`src/rtl/regfile_pkg.sv`:
```
// Shared register-file definitions for the write-port arbiter slice.
//   REG_ADDR_W / REG_DATA_W : register address and data widths
//   REG_ZERO                : hard-wired zero register; writes to it are dropped
//   NUM_REGS                : register count (width of the pending mask)
//   wr_t                    : one register write {addr, data}
package regfile_pkg;
  localparam int REG_ADDR_W = 5;
  localparam int REG_DATA_W = 32;
  localparam int NUM_REGS   = 32;
  localparam logic [REG_ADDR_W-1:0] REG_ZERO = 5'd0;

  typedef struct packed {
    logic [REG_ADDR_W-1:0] addr;
    logic [REG_DATA_W-1:0] data;
  } wr_t;
endpackage

```
`src/rtl/regfile_wport_arbiter_if.sv`:
```
// Bus between the pipeline / long-latency unit (master) and the write-port
// arbiter (slave).
//   p_*      : pipeline writeback ports 0 and 1
//   lu_*     : long-latency result handshake
//   wen/waddr/wdata : arbitrated regfile write ports 0 and 1
//   pend_mask, pipe_hold, fifo_count : hazard/stall status
interface regfile_wport_arbiter_if
  import regfile_pkg::*;
#(
  parameter int DEPTH = 4
) ();
  localparam int CW = $clog2(DEPTH) + 1;

  logic                  p_wen0, p_wen1;
  logic [REG_ADDR_W-1:0] p_waddr0, p_waddr1;
  logic [REG_DATA_W-1:0] p_wdata0, p_wdata1;
  logic                  lu_valid, lu_ready;
  logic [REG_ADDR_W-1:0] lu_waddr;
  logic [REG_DATA_W-1:0] lu_wdata;
  logic                  wen0, wen1;
  logic [REG_ADDR_W-1:0] waddr0, waddr1;
  logic [REG_DATA_W-1:0] wdata0, wdata1;
  logic [NUM_REGS-1:0]   pend_mask;
  logic                  pipe_hold;
  logic [CW-1:0]         fifo_count;

  modport master (
    output p_wen0, p_waddr0, p_wdata0, p_wen1, p_waddr1, p_wdata1,
    output lu_valid, lu_waddr, lu_wdata,
    input  lu_ready, wen0, waddr0, wdata0, wen1, waddr1, wdata1,
    input  pend_mask, pipe_hold, fifo_count
  );

  modport slave (
    input  p_wen0, p_waddr0, p_wdata0, p_wen1, p_waddr1, p_wdata1,
    input  lu_valid, lu_waddr, lu_wdata,
    output lu_ready, wen0, waddr0, wdata0, wen1, waddr1, wdata1,
    output pend_mask, pipe_hold, fifo_count
  );
endinterface

```
`src/rtl/regfile_wport_arbiter_wb_fifo.sv`:
```
// wb_fifo: synchronous FIFO of pending register writes.
//   clk, rst      : clock, synchronous active-high reset (empties the FIFO)
//   push, wr_in   : enqueue (caller guarantees !full)
//   pop, head     : dequeue / oldest entry (valid when !empty)
//   full, empty, count : occupancy
//   ent_vld, ent_addr  : per-slot valid flag and destination, for the mask
module wb_fifo
  import regfile_pkg::*;
#(
  parameter int DEPTH = 4,
  localparam int AW = $clog2(DEPTH),
  localparam int CW = AW + 1
) (
  input  logic                                 clk,
  input  logic                                 rst,
  input  logic                                 push,
  input  wr_t                                  wr_in,
  input  logic                                 pop,
  output wr_t                                  head,
  output logic                                 full,
  output logic                                 empty,
  output logic [CW-1:0]                        count,
  output logic [DEPTH-1:0]                     ent_vld,
  output logic [DEPTH-1:0][REG_ADDR_W-1:0]     ent_addr
);
  wr_t           mem [DEPTH];
  logic [AW-1:0] rd_ptr, wr_ptr;

  // Storage needs no reset: slots are only observed through ent_vld/count.
  always_ff @(posedge clk)
    if (push) mem[wr_ptr] <= wr_in;

  // Pointers wrap naturally at DEPTH (power of two); count separates full/empty.
  always_ff @(posedge clk) begin
    if (rst) begin
      rd_ptr <= '0;
      wr_ptr <= '0;
      count  <= '0;
    end else begin
      if (push) wr_ptr <= wr_ptr + 1'b1;
      if (pop)  rd_ptr <= rd_ptr + 1'b1;
      case ({push, pop})
        2'b10:   count <= count + 1'b1;
        2'b01:   count <= count - 1'b1;
        default: count <= count;
      endcase
    end
  end

  assign head  = mem[rd_ptr];
  assign empty = (count == '0);
  assign full  = (count == CW'(DEPTH));

  // Slot i is live when its distance from the read pointer is below count.
  for (genvar i = 0; i < DEPTH; i++) begin : g_ent
    logic [AW-1:0] off;
    assign off         = AW'(i) - rd_ptr;
    assign ent_vld[i]  = {1'b0, off} < count;
    assign ent_addr[i] = mem[i].addr;
  end
endmodule

```
`src/rtl/regfile_wport_arbiter.sv`:
```
// regfile_wport_arbiter: shares the two regfile write ports between the
// pipeline writeback (always wins, zero latency) and buffered long-latency
// results, which drain into whichever port the pipeline leaves idle.
//   clk, rst : clock, synchronous active-high reset
//   clk_en   : state-update enable (FIFO, starve counter, pipe_hold)
//   bus      : slave side of regfile_wport_arbiter_if
module regfile_wport_arbiter
  import regfile_pkg::*;
#(
  parameter int DEPTH        = 4,
  parameter int STARVE_LIMIT = 8
) (
  input  logic                    clk,
  input  logic                    rst,
  input  logic                    clk_en,
  regfile_wport_arbiter_if.slave  bus
);
  localparam int CW = $clog2(DEPTH) + 1;
  localparam int SW = $clog2(STARVE_LIMIT + 1);
  localparam logic [SW-1:0] LIM = SW'(STARVE_LIMIT);

  logic pe0, pe1, clash, drain_ok, drain0, drain1, pop, push, full, empty;
  wr_t  head, lu_wr;
  logic [CW-1:0]                    count;
  logic [DEPTH-1:0]                 ent_vld;
  logic [DEPTH-1:0][REG_ADDR_W-1:0] ent_addr;
  logic [SW-1:0]                    starve_cnt;
  logic                             hold_q;

  // r0 writes are architecturally void, so they do not occupy a port.
  assign pe0 = bus.p_wen0 && (bus.p_waddr0 != REG_ZERO);
  assign pe1 = bus.p_wen1 && (bus.p_waddr1 != REG_ZERO);

  // Draining the head past a same-cycle pipeline write to the same register
  // would let the older result land alongside (or after) the newer one.
  assign clash    = (pe0 && bus.p_waddr0 == head.addr) ||
                    (pe1 && bus.p_waddr1 == head.addr);
  assign drain_ok = clk_en && !rst && !empty && !clash;
  assign drain0   = drain_ok && !pe0;
  assign drain1   = drain_ok && pe0 && !pe1;
  assign pop      = drain0 || drain1;

  // Ready deliberately ignores pop so it never depends on pipeline inputs.
  assign bus.lu_ready = !full && !rst;
  assign push         = bus.lu_valid && bus.lu_ready && clk_en &&
                        (bus.lu_waddr != REG_ZERO);
  assign lu_wr        = '{addr: bus.lu_waddr, data: bus.lu_wdata};

  wb_fifo #(.DEPTH(DEPTH)) u_fifo (
    .clk      (clk),
    .rst      (rst),
    .push     (push),
    .wr_in    (lu_wr),
    .pop      (pop),
    .head     (head),
    .full     (full),
    .empty    (empty),
    .count    (count),
    .ent_vld  (ent_vld),
    .ent_addr (ent_addr)
  );

  assign bus.wen0   = pe0 || drain0;
  assign bus.waddr0 = drain0 ? head.addr : bus.p_waddr0;
  assign bus.wdata0 = drain0 ? head.data : bus.p_wdata0;
  assign bus.wen1   = pe1 || drain1;
  assign bus.waddr1 = drain1 ? head.addr : bus.p_waddr1;
  assign bus.wdata1 = drain1 ? head.data : bus.p_wdata1;

  // Mask is built from FIFO registers, so it moves at the push/pop edge and
  // an entry draining this cycle is still flagged this cycle.
  always_comb begin
    bus.pend_mask = '0;
    for (int i = 0; i < DEPTH; i++)
      if (ent_vld[i]) bus.pend_mask[ent_addr[i]] = 1'b1;
  end

  // Starvation: count non-draining cycles with work queued; hold the
  // pipeline once the limit is reached until the next drain.
  always_ff @(posedge clk) begin
    if (rst) begin
      starve_cnt <= '0;
      hold_q     <= 1'b0;
    end else if (clk_en) begin
      if (empty || pop) begin
        starve_cnt <= '0;
        if (pop) hold_q <= 1'b0;
      end else if (starve_cnt != LIM) begin
        starve_cnt <= starve_cnt + 1'b1;
        if (starve_cnt == LIM - 1'b1) hold_q <= 1'b1;
      end
    end
  end

  assign bus.pipe_hold  = hold_q;
  assign bus.fifo_count = count;
endmodule

```
`src/flat_wrapper.sv`:
```
// flat-port wrapper written by rule: the top's interface ports become plain ports
module regfile_wport_arbiter_flat import regfile_pkg::*;
#(
  parameter int DEPTH        = 4,
  parameter int STARVE_LIMIT = 8
)
  (clk, rst, clk_en, bus_p_wen0, bus_p_waddr0, bus_p_wdata0, bus_p_wen1, bus_p_waddr1, bus_p_wdata1, bus_lu_valid, bus_lu_waddr, bus_lu_wdata, bus_lu_ready, bus_wen0, bus_waddr0, bus_wdata0, bus_wen1, bus_waddr1, bus_wdata1, bus_pend_mask, bus_pipe_hold, bus_fifo_count);
  regfile_wport_arbiter_if #(.DEPTH(DEPTH)) bus_i ();
  input  logic clk;
  input  logic rst;
  input  logic clk_en;
  input wire logic [$bits(bus_i.p_wen0)-1:0] bus_p_wen0;
  input wire logic [$bits(bus_i.p_waddr0)-1:0] bus_p_waddr0;
  input wire logic [$bits(bus_i.p_wdata0)-1:0] bus_p_wdata0;
  input wire logic [$bits(bus_i.p_wen1)-1:0] bus_p_wen1;
  input wire logic [$bits(bus_i.p_waddr1)-1:0] bus_p_waddr1;
  input wire logic [$bits(bus_i.p_wdata1)-1:0] bus_p_wdata1;
  input wire logic [$bits(bus_i.lu_valid)-1:0] bus_lu_valid;
  input wire logic [$bits(bus_i.lu_waddr)-1:0] bus_lu_waddr;
  input wire logic [$bits(bus_i.lu_wdata)-1:0] bus_lu_wdata;
  output wire logic [$bits(bus_i.lu_ready)-1:0] bus_lu_ready;
  output wire logic [$bits(bus_i.wen0)-1:0] bus_wen0;
  output wire logic [$bits(bus_i.waddr0)-1:0] bus_waddr0;
  output wire logic [$bits(bus_i.wdata0)-1:0] bus_wdata0;
  output wire logic [$bits(bus_i.wen1)-1:0] bus_wen1;
  output wire logic [$bits(bus_i.waddr1)-1:0] bus_waddr1;
  output wire logic [$bits(bus_i.wdata1)-1:0] bus_wdata1;
  output wire logic [$bits(bus_i.pend_mask)-1:0] bus_pend_mask;
  output wire logic [$bits(bus_i.pipe_hold)-1:0] bus_pipe_hold;
  output wire logic [$bits(bus_i.fifo_count)-1:0] bus_fifo_count;
  assign bus_i.p_wen0 = bus_p_wen0;
  assign bus_i.p_waddr0 = bus_p_waddr0;
  assign bus_i.p_wdata0 = bus_p_wdata0;
  assign bus_i.p_wen1 = bus_p_wen1;
  assign bus_i.p_waddr1 = bus_p_waddr1;
  assign bus_i.p_wdata1 = bus_p_wdata1;
  assign bus_i.lu_valid = bus_lu_valid;
  assign bus_i.lu_waddr = bus_lu_waddr;
  assign bus_i.lu_wdata = bus_lu_wdata;
  assign bus_lu_ready = bus_i.lu_ready;
  assign bus_wen0 = bus_i.wen0;
  assign bus_waddr0 = bus_i.waddr0;
  assign bus_wdata0 = bus_i.wdata0;
  assign bus_wen1 = bus_i.wen1;
  assign bus_waddr1 = bus_i.waddr1;
  assign bus_wdata1 = bus_i.wdata1;
  assign bus_pend_mask = bus_i.pend_mask;
  assign bus_pipe_hold = bus_i.pipe_hold;
  assign bus_fifo_count = bus_i.fifo_count;
  regfile_wport_arbiter #(.DEPTH(DEPTH), .STARVE_LIMIT(STARVE_LIMIT)) u_core (.clk(clk), .rst(rst), .clk_en(clk_en), .bus(bus_i));
endmodule
```
`config.mk`:
```
export PLATFORM = sky130hd
export DESIGN_NAME = regfile_wport_arbiter_flat
export DESIGN_NICKNAME = d
export VERILOG_FILES = /design/src/rtl/regfile_pkg.sv /design/src/rtl/regfile_wport_arbiter_if.sv /design/src/rtl/regfile_wport_arbiter_wb_fifo.sv /design/src/rtl/regfile_wport_arbiter.sv /design/src/flat_wrapper.sv
export SDC_FILE = /design/constraint.sdc
export NUM_CORES = 1
export LEC_CHECK = 0
export CAP_MARGIN = 10
export CORE_MARGIN = 4
export CORE_UTILIZATION = 30
export DETAILED_ROUTE_END_ITERATION = 6
export PLACE_DENSITY_LB_ADDON = 0.05
export SLEW_MARGIN = 10
export SYNTH_ARGS = -nofsm -noshare
export SYNTH_HDL_FRONTEND = slang
export SYNTH_SLANG_ARGS = --single-unit
```
`constraint.sdc`:
```
create_clock -name clk -period 4.5 [get_ports clk]
set_input_delay 0.45 -clock clk [delete_from_list [all_inputs] [get_ports clk]]
set_output_delay 0.45 -clock clk [all_outputs]
set_load 0.01 [all_outputs]
```
==> impl_metrics.env, run 1 <==
export IMPL_htreeDepth=4
export IMPL_ys_ff_latch=162
export IMPL_grt_start_max_net_pins=38
export IMPL_crit_family="multiplexers"
export IMPL_antenna_found_initial=0
export IMPL_hpwlAfterDp_mm=17.6
export IMPL_grt_pass1_wl_mm=37.5
export IMPL_grt_pass1_vias=6257
export IMPL_min_period_ns=4.20
export IMPL_rsz0062_at_grt="no"
export IMPL_initialDrtViolationCount=445
export IMPL_pre_cts_slack_ns=0.438
export IMPL_clk_pin_slew_worst_paths_ns=0.07
export IMPL_final_layout_size_suffix_gt1_frac=0.160
export IMPL_numClockSinks=162
export IMPL_ys_async_sr_fraction=0
export IMPL_drc=0
export IMPL_firstDrtPassIters=6
export IMPL_root_buffer="clkbuf_16"
export IMPL_start_util=0.308
export IMPL_worst_pin_slew_ns=1.15
export IMPL_ant_nets=0
export IMPL_nNetsFinal=930
export IMPL_hold_violations=0
export IMPL_synth_area_leaders="edfxtp_1 53%, mux4_2 9.9%, mux2_1 5.9%, a22oi_1 5.5%, mux2_4 5.4%"
export IMPL_post_synth_top_count_cell="edfxtp_1"
export IMPL_whs_ns=0.498
export IMPL_coreArea_um2=27300
export IMPL_synth_cell_types=47
export IMPL_die_h_um=175
export IMPL_yosysTopAreaCell="edfxtp_1"
export IMPL_status="completed"
export IMPL_p_comb_frac=0.119
export IMPL_p_clk_frac=0.424
export IMPL_power_density_nw_per_um2=309
export IMPL_cp_num_buf_inv=2
export IMPL_insertion_delay_ns=0.42
export IMPL_final_setup_skew_ns=0.0132
export IMPL_cp_end_kind="output pin"
export IMPL_synthDominantCellAreaShare=0.530
export IMPL_yosys_warnings=0
export IMPL_grt_overflow_total=0
export IMPL_min_path_type="reg -> reg"
export IMPL_cts_buffers=17
export IMPL_num_rows=60
export IMPL_placed_cells=1154
export IMPL_max_freq_ghz=0.238
export IMPL_seq_area_frac_synth=0.564
export IMPL_max_slew_margin=0.233
export IMPL_wire_per_inst_um=20.7
export IMPL_arrival_ns=3.75
export IMPL_synthFlopType="edfxtp_1"
export IMPL_clockBufferDepth=2
export IMPL_viasPerCell=5.07
export IMPL_p_sw_w=0.000793
export IMPL_path_class="reg -> out"
export IMPL_internal_power_w=0.00287
export IMPL_p_sw_frac=0.217
export IMPL_p_leak_nw=4.01
export IMPL_stdcell_count=1185
export IMPL_crit_chain="mux4_2 > xnor2_1 > nand4_1 > o311ai_4 > nand2b_2 > buf_12 > mux2_1 > clkdlybuf4s50_1"
export IMPL_cts_hold_buf=0
export IMPL_synth_common_cells="148 x edfxtp_1, 61 x a22oi_1, 44 x mux2_1"
export IMPL_io_buffers=229
export IMPL_syn_inst=565
export IMPL_drv_slew=0
export IMPL_vias=6010
export IMPL_drt_total_wl_mm=24.6
export IMPL_seqPwrFrac=0.457
export IMPL_fin_setup_tns_ns=0
export IMPL_fp_dieArea_um2=30700
export IMPL_worst_path_max_delay_cell="mux4_2"
export IMPL_maxCapViolCount=0
export IMPL_cts_resized=0
export IMPL_slowest_delay_ns=0.65
export IMPL_diodes=0
export IMPL_io_pins=230
export IMPL_grt_usage=0.157
export IMPL_syn2layout_area_growth_pct=41.2
export IMPL_synth_area_um2=8380
export IMPL_die_w_um=175
export IMPL_avgSynthCellArea_um2=14.8
export IMPL_cts_setup_buffers=0
export IMPL_setup_slack_ns=0.301
export IMPL_synth_edff_count=148
export IMPL_setup_viol=0
export IMPL_syn_nets=694
export IMPL_max_vdd_ir_drop_v=0.000205
export IMPL_fin_crit_sh=0.933
export IMPL_startpoint_type="register"
export IMPL_cts_tree="done"
export IMPL_path_max_fanout=37
export IMPL_gp_congestion=0.789
export IMPL_cp_required_ns=4.05
[power groups by stage]
stage | registers, W | clock network (W) | logic [W]
6_report | 0.00167 | 0.00155 | 0.000435
4_1_cts | 0.00167 | 0.00160 | 0.000442
3_5_place_dp | 0.00170 | 0 | 0.000439
5_1_grt | 0.00167 | 0.00167 | 0.000467
2_1_floorplan | 0.00170 | 0 | 0.000178
3_3_place_gp | 0.00170 | 0 | 0.000434
[flip-flops by register name, summed over array words and instances (netlist names), named ones only]
register / flops
u_core.u_fifo.rd_ptr: 2
u_core.u_fifo.wr_ptr: 2
u_core.u_fifo.count: 3
u_core.u_fifo.mem: 148
u_core.starve_cnt: 4
u_core.bus.pipe_hold: 1
[final timing paths]
path         depth (start not counted)  slack [ns]                     end                      from
max                                  8        0.30           bus_wdata0[5]  u_core.u_fifo.mem[2][34]
min                                  2        0.50    u_core.bus.pipe_hold      u_core.bus.pipe_hold
max reg2reg                         12        1.09  u_core.u_fifo.count[2]  u_core.u_fifo.mem[2][36]
min reg2reg                          2        0.50    u_core.bus.pipe_hold      u_core.bus.pipe_hold
[tightest hold or removal path: stages (launching register included)]
cell     delay [ns]
dfxtp_1        0.32
nor2_1         0.10
nor3_1         0.04
[layout by cell type, fill, tap and decap left out, types with 6 or more instances in the layout]
cell type | synthesis | routed
mux4_2 | 37 | 37
a21oi_1 | 8 | 8
buf_4 | 2 | 12
a22oi_1 | 61 | 61
nor3_1 | 13 | 12
mux2_1 | 44 | 44
nor3b_1 | 17 | 17
ha_1 | 11 | 11
inv_1 | 13 | 13
xnor2_1 | 12 | 12
clkbuf_16 | 0 | 17
inv_6 | 0 | 6
clkdlybuf4s50_1 | 0 | 229
and3b_1 | 8 | 8
mux2_4 | 30 | 30
buf_12 | 0 | 6
edfxtp_1 | 148 | 148
dfxtp_1 | 14 | 12
nand2_1 | 43 | 43
nor2_1 | 26 | 26
[cell type report]
| cell class | count | area, um2 |
|---|---|---|
| well taps | 372 | 465 |
| fillers | 2455 | 15400 |
| flip-flops and latches | 162 | 4730 |
| repair buffers | 247 | 2500 |
| clock buffers | 17 | 425 |
| clock inverters | 14 | 213 |
| inverters | 13 | 48.8 |
| multi-input cells | 360 | 3450 |
[kinds of logic (layout without fill, tap and decap cells)]
logic type / after synthesis / in the layout / synth area share
flops: 162 / 162 / 0.564
simple gates: 132 / 132 / 0.0823
mux: 113 / 113 / 0.215
compound gates: 87 / 87 / 0.0770
buf+inv: 43 / 291 / 0.0266
xor+xnor: 16 / 16 / 0.0167
fa+ha+maj: 12 / 12 / 0.0188
[stage by stage]
step / total power [W] / instance area [um2] / utilization
finish: 0.00366 / 11800 / 0.434
global route: 0.00381 / 11800 / 0.434
CTS: 0.00371 / 11800 / 0.434
detailed placement: 0.00214 / 11200 / 0.411
global placement: 0.00214 / 11200 / 0.411
floorplan: 0.00188 / 8380 / -
[metal layers]
layer | routed length (um) | vias to the layer above | track usage | share of wire
met3 | 1550 | 32 | 0.0396 | 0.063
met2 | 13100 | 277 | 0.290 | 0.53
li1 | - | 2715 | - | -
met5 | 0 | - | 0 | 0
met4 | 368 | 0 | 0.0370 | 0.015
met1 | 9550 | 2986 | 0.183 | 0.39
Power figures use the tool's default switching activity.
==> inputs of run 2 (changes only) <==
--- a/config.mk
+++ b/config.mk
@@ -9,6 +9,7 @@
 export CORE_MARGIN = 4
 export CORE_UTILIZATION = 30
 export DETAILED_ROUTE_END_ITERATION = 6
+export GPL_TIMING_DRIVEN = 0
 export PLACE_DENSITY_LB_ADDON = 0.05
 export SLEW_MARGIN = 10
 export SYNTH_ARGS = -nofsm -noshare
==> run 2 against run 1 <==
  * Setup slack lost 0.066 ns
  * Wire length grew 5.1%
  * Register-to-register slack lost 0.20 ns
  * Sequential cell count is the same
  * Sequential power is essentially flat
  * Clock power shrank 9%
  * Count of clock-buffer cells in the layout is the same
  * Final cell count grew 1.7%
  * Global-route usage grew 0.86 points
  * Core utilization is essentially flat
  * Combinational power grew 2%
==> impl_metrics.env, run 2 (same netlist as run 1, synthesis figures left out) <==
export IMPL_status="completed"
export IMPL_path_max_fanout=10
export IMPL_diodes=0
export IMPL_max_freq_ghz=0.234
export IMPL_grt_pass1_vias=6474
export IMPL_slowest_delay_ns=0.59
export IMPL_drc=0
export IMPL_grt_start_max_net_pins=21
export IMPL_cts_setup_buffers=0
export IMPL_cts_resized=0
export IMPL_final_layout_size_suffix_gt1_frac=0.150
export IMPL_p_comb_frac=0.125
export IMPL_grt_usage=0.166
export IMPL_syn2layout_area_growth_pct=41.3
export IMPL_fp_dieArea_um2=30700
export IMPL_arrival_ns=3.82
export IMPL_die_h_um=175
export IMPL_antenna_found_initial=0
export IMPL_n_fill_cell=2470
export IMPL_p_leak_nw=3.99
export IMPL_cp_end_kind="output pin"
export IMPL_firstDrtPassIters=6
export IMPL_crit_family="buffers and inverters"
export IMPL_p_sw_frac=0.244
export IMPL_ant_nets=0
export IMPL_largest_reg_flops=148
export IMPL_power_density_nw_per_um2=297
export IMPL_cts_hold_buf=0
export IMPL_cts_tree="done"
export IMPL_final_cell_mix="229 x clkdlybuf4s50_1, 148 x edfxtp_1, 61 x a22oi_1, 44 x mux2_1, 43 x nand2_1"
export IMPL_path_class="reg -> out"
export IMPL_crit_chain="clkbuf_1 > mux4_2 > xnor2_1 > nand4_1 > o311ai_4 > nand2b_1 > buf_4 > buf_6 > mux2_1 > clkdlybuf4s50_1"
export IMPL_start_util=0.308
export IMPL_seqCellArea_um2=4720
export IMPL_io_buffers=229
export IMPL_fin_setup_tns_ns=0
export IMPL_startpoint_type="register"
export IMPL_p_clk_frac=0.401
export IMPL_drv_slew=0
export IMPL_grt_overflow_total=0
export IMPL_worst_pin_slew_ns=1.30
export IMPL_gp_congestion=0.864
export IMPL_htreeDepth=4
export IMPL_p_sw_w=0.000859
export IMPL_root_buffer="clkbuf_16"
export IMPL_die_w_um=175
export IMPL_seqPwrFrac=0.474
export IMPL_multi_input_area_um2=3440
export IMPL_min_period_ns=4.27
export IMPL_drt_total_wl_mm=25.8
export IMPL_io_pins=230
export IMPL_num_rows=60
export IMPL_nNetsFinal=949
export IMPL_initialDrtViolationCount=503
export IMPL_mostFrequentLayoutCell="clkdlybuf4s50_1"
export IMPL_max_vdd_ir_drop_v=0.000185
export IMPL_internal_power_w=0.00266
export IMPL_insertion_delay_ns=0.43
export IMPL_top_register="u_core.u_fifo.mem"
export IMPL_fin_crit_sh=0.948
export IMPL_coreArea_um2=27300
export IMPL_total_power_w=0.00352
export IMPL_viasPerCell=5.03
export IMPL_placed_cells=1170
export IMPL_setup_viol=0
export IMPL_min_path_type="reg -> reg"
export IMPL_hpwlAfterDp_mm=19.0
export IMPL_numClockSinks=162
export IMPL_cp_required_ns=4.05
export IMPL_stdcell_count=1205
export IMPL_maxCapViolCount=0
export IMPL_max_slew_margin=0.134
export IMPL_top_regs="u_core.u_fifo.mem (148), u_core.starve_cnt (4), u_core.u_fifo.count (3)"
export IMPL_vias=6063
export IMPL_cts_buffers=17
export IMPL_rsz0062_at_grt="no"
export IMPL_final_setup_skew_ns=0.0149
export IMPL_clk_pin_slew_worst_paths_ns=0.07
export IMPL_cp_num_buf_inv=4
export IMPL_grt_pass1_wl_mm=38.8
export IMPL_hold_violations=0
export IMPL_worst_path_max_delay_cell="mux4_2"
export IMPL_wire_per_inst_um=21.4
export IMPL_clockBufferDepth=2
-- run 2: cell types whose count changed in the layout (fill, tap and decap cells not counted), sizes merged --
cell      before  now
clkbuf        17   37
clkinv         2    7
bufinv         4    0
buf           18   17
clkinvlp       0    1
inv           21   20
-- run 2: worst register-to-register path, cell delays in order (launching register included) --
cell and delay, ns:
edfxtp_1 0.37, clkbuf_1 0.22, mux4_2 0.59, buf_4 0.17
xnor2_1 0.12, nand4_1 0.09, nor3_1 0.10, nor3_2 0.55
ha_1 0.30, inv_1 0.06, fa_1 0.37, xor2_1 0.16
or3_1 0.30, a21oi_1 0.14
-- run 2: path summary, 6_finish.rpt --
check             depth (start not counted)  slack, ns                startpoint                     end
setup / recovery                         10       0.23  u_core.u_fifo.mem[2][34]           bus_waddr0[2]
hold / removal                            2       0.50      u_core.bus.pipe_hold    u_core.bus.pipe_hold
setup reg to reg                         13       0.89  u_core.u_fifo.mem[2][34]  u_core.u_fifo.count[2]
hold reg to reg                           2       0.50      u_core.bus.pipe_hold    u_core.bus.pipe_hold
-- run 2: final cells by class --
type                    instances  share of cell area
well taps                     372              0.0393
inverters                      13             0.00412
repair buffers                236               0.202
clock inverters                15              0.0140
plain buffers                  30              0.0147
clock buffers                  17              0.0359
flip-flops and latches        162               0.399
multi-input cells             360               0.291
-- run 2: power by group through the flow --
stage	logic, W	registers [W]	clock network [W]
final	0.000442	0.00167	0.00141
after global routing	0.000473	0.00167	0.00153
after CTS	0.000447	0.00167	0.00145
after detailed placement	0.000445	0.00170	0
after global placement	0.000435	0.00170	0
after floorplan	0.000178	0.00170	0
-- run 2: per-stage QoR --
step | instance area [um2] | utilization | hold slack (ns) | setup WS (ns)
floorplan | 8380 | - | 0.491 | 1.32
global placement | 11100 | 0.409 | 0.504 | 0.294
detailed placement | 11200 | 0.412 | 0.489 | 0.269
CTS | 11800 | 0.434 | 0.505 | 0.0905
global route | 11800 | 0.434 | 0.569 | 0.0250
finish | 11800 | 0.434 | 0.498 | 0.235
-- run 2: routing by layer --
layer / routed length [um] / global-route usage / vias up
met5: 0 / 0 / -
met1: 10800 / 0.202 / 3051
met2: 13500 / 0.297 / 234
met4: 209 / 0.0383 / 0
met3: 1330 / 0.0415 / 17
li1: - / - / 2761
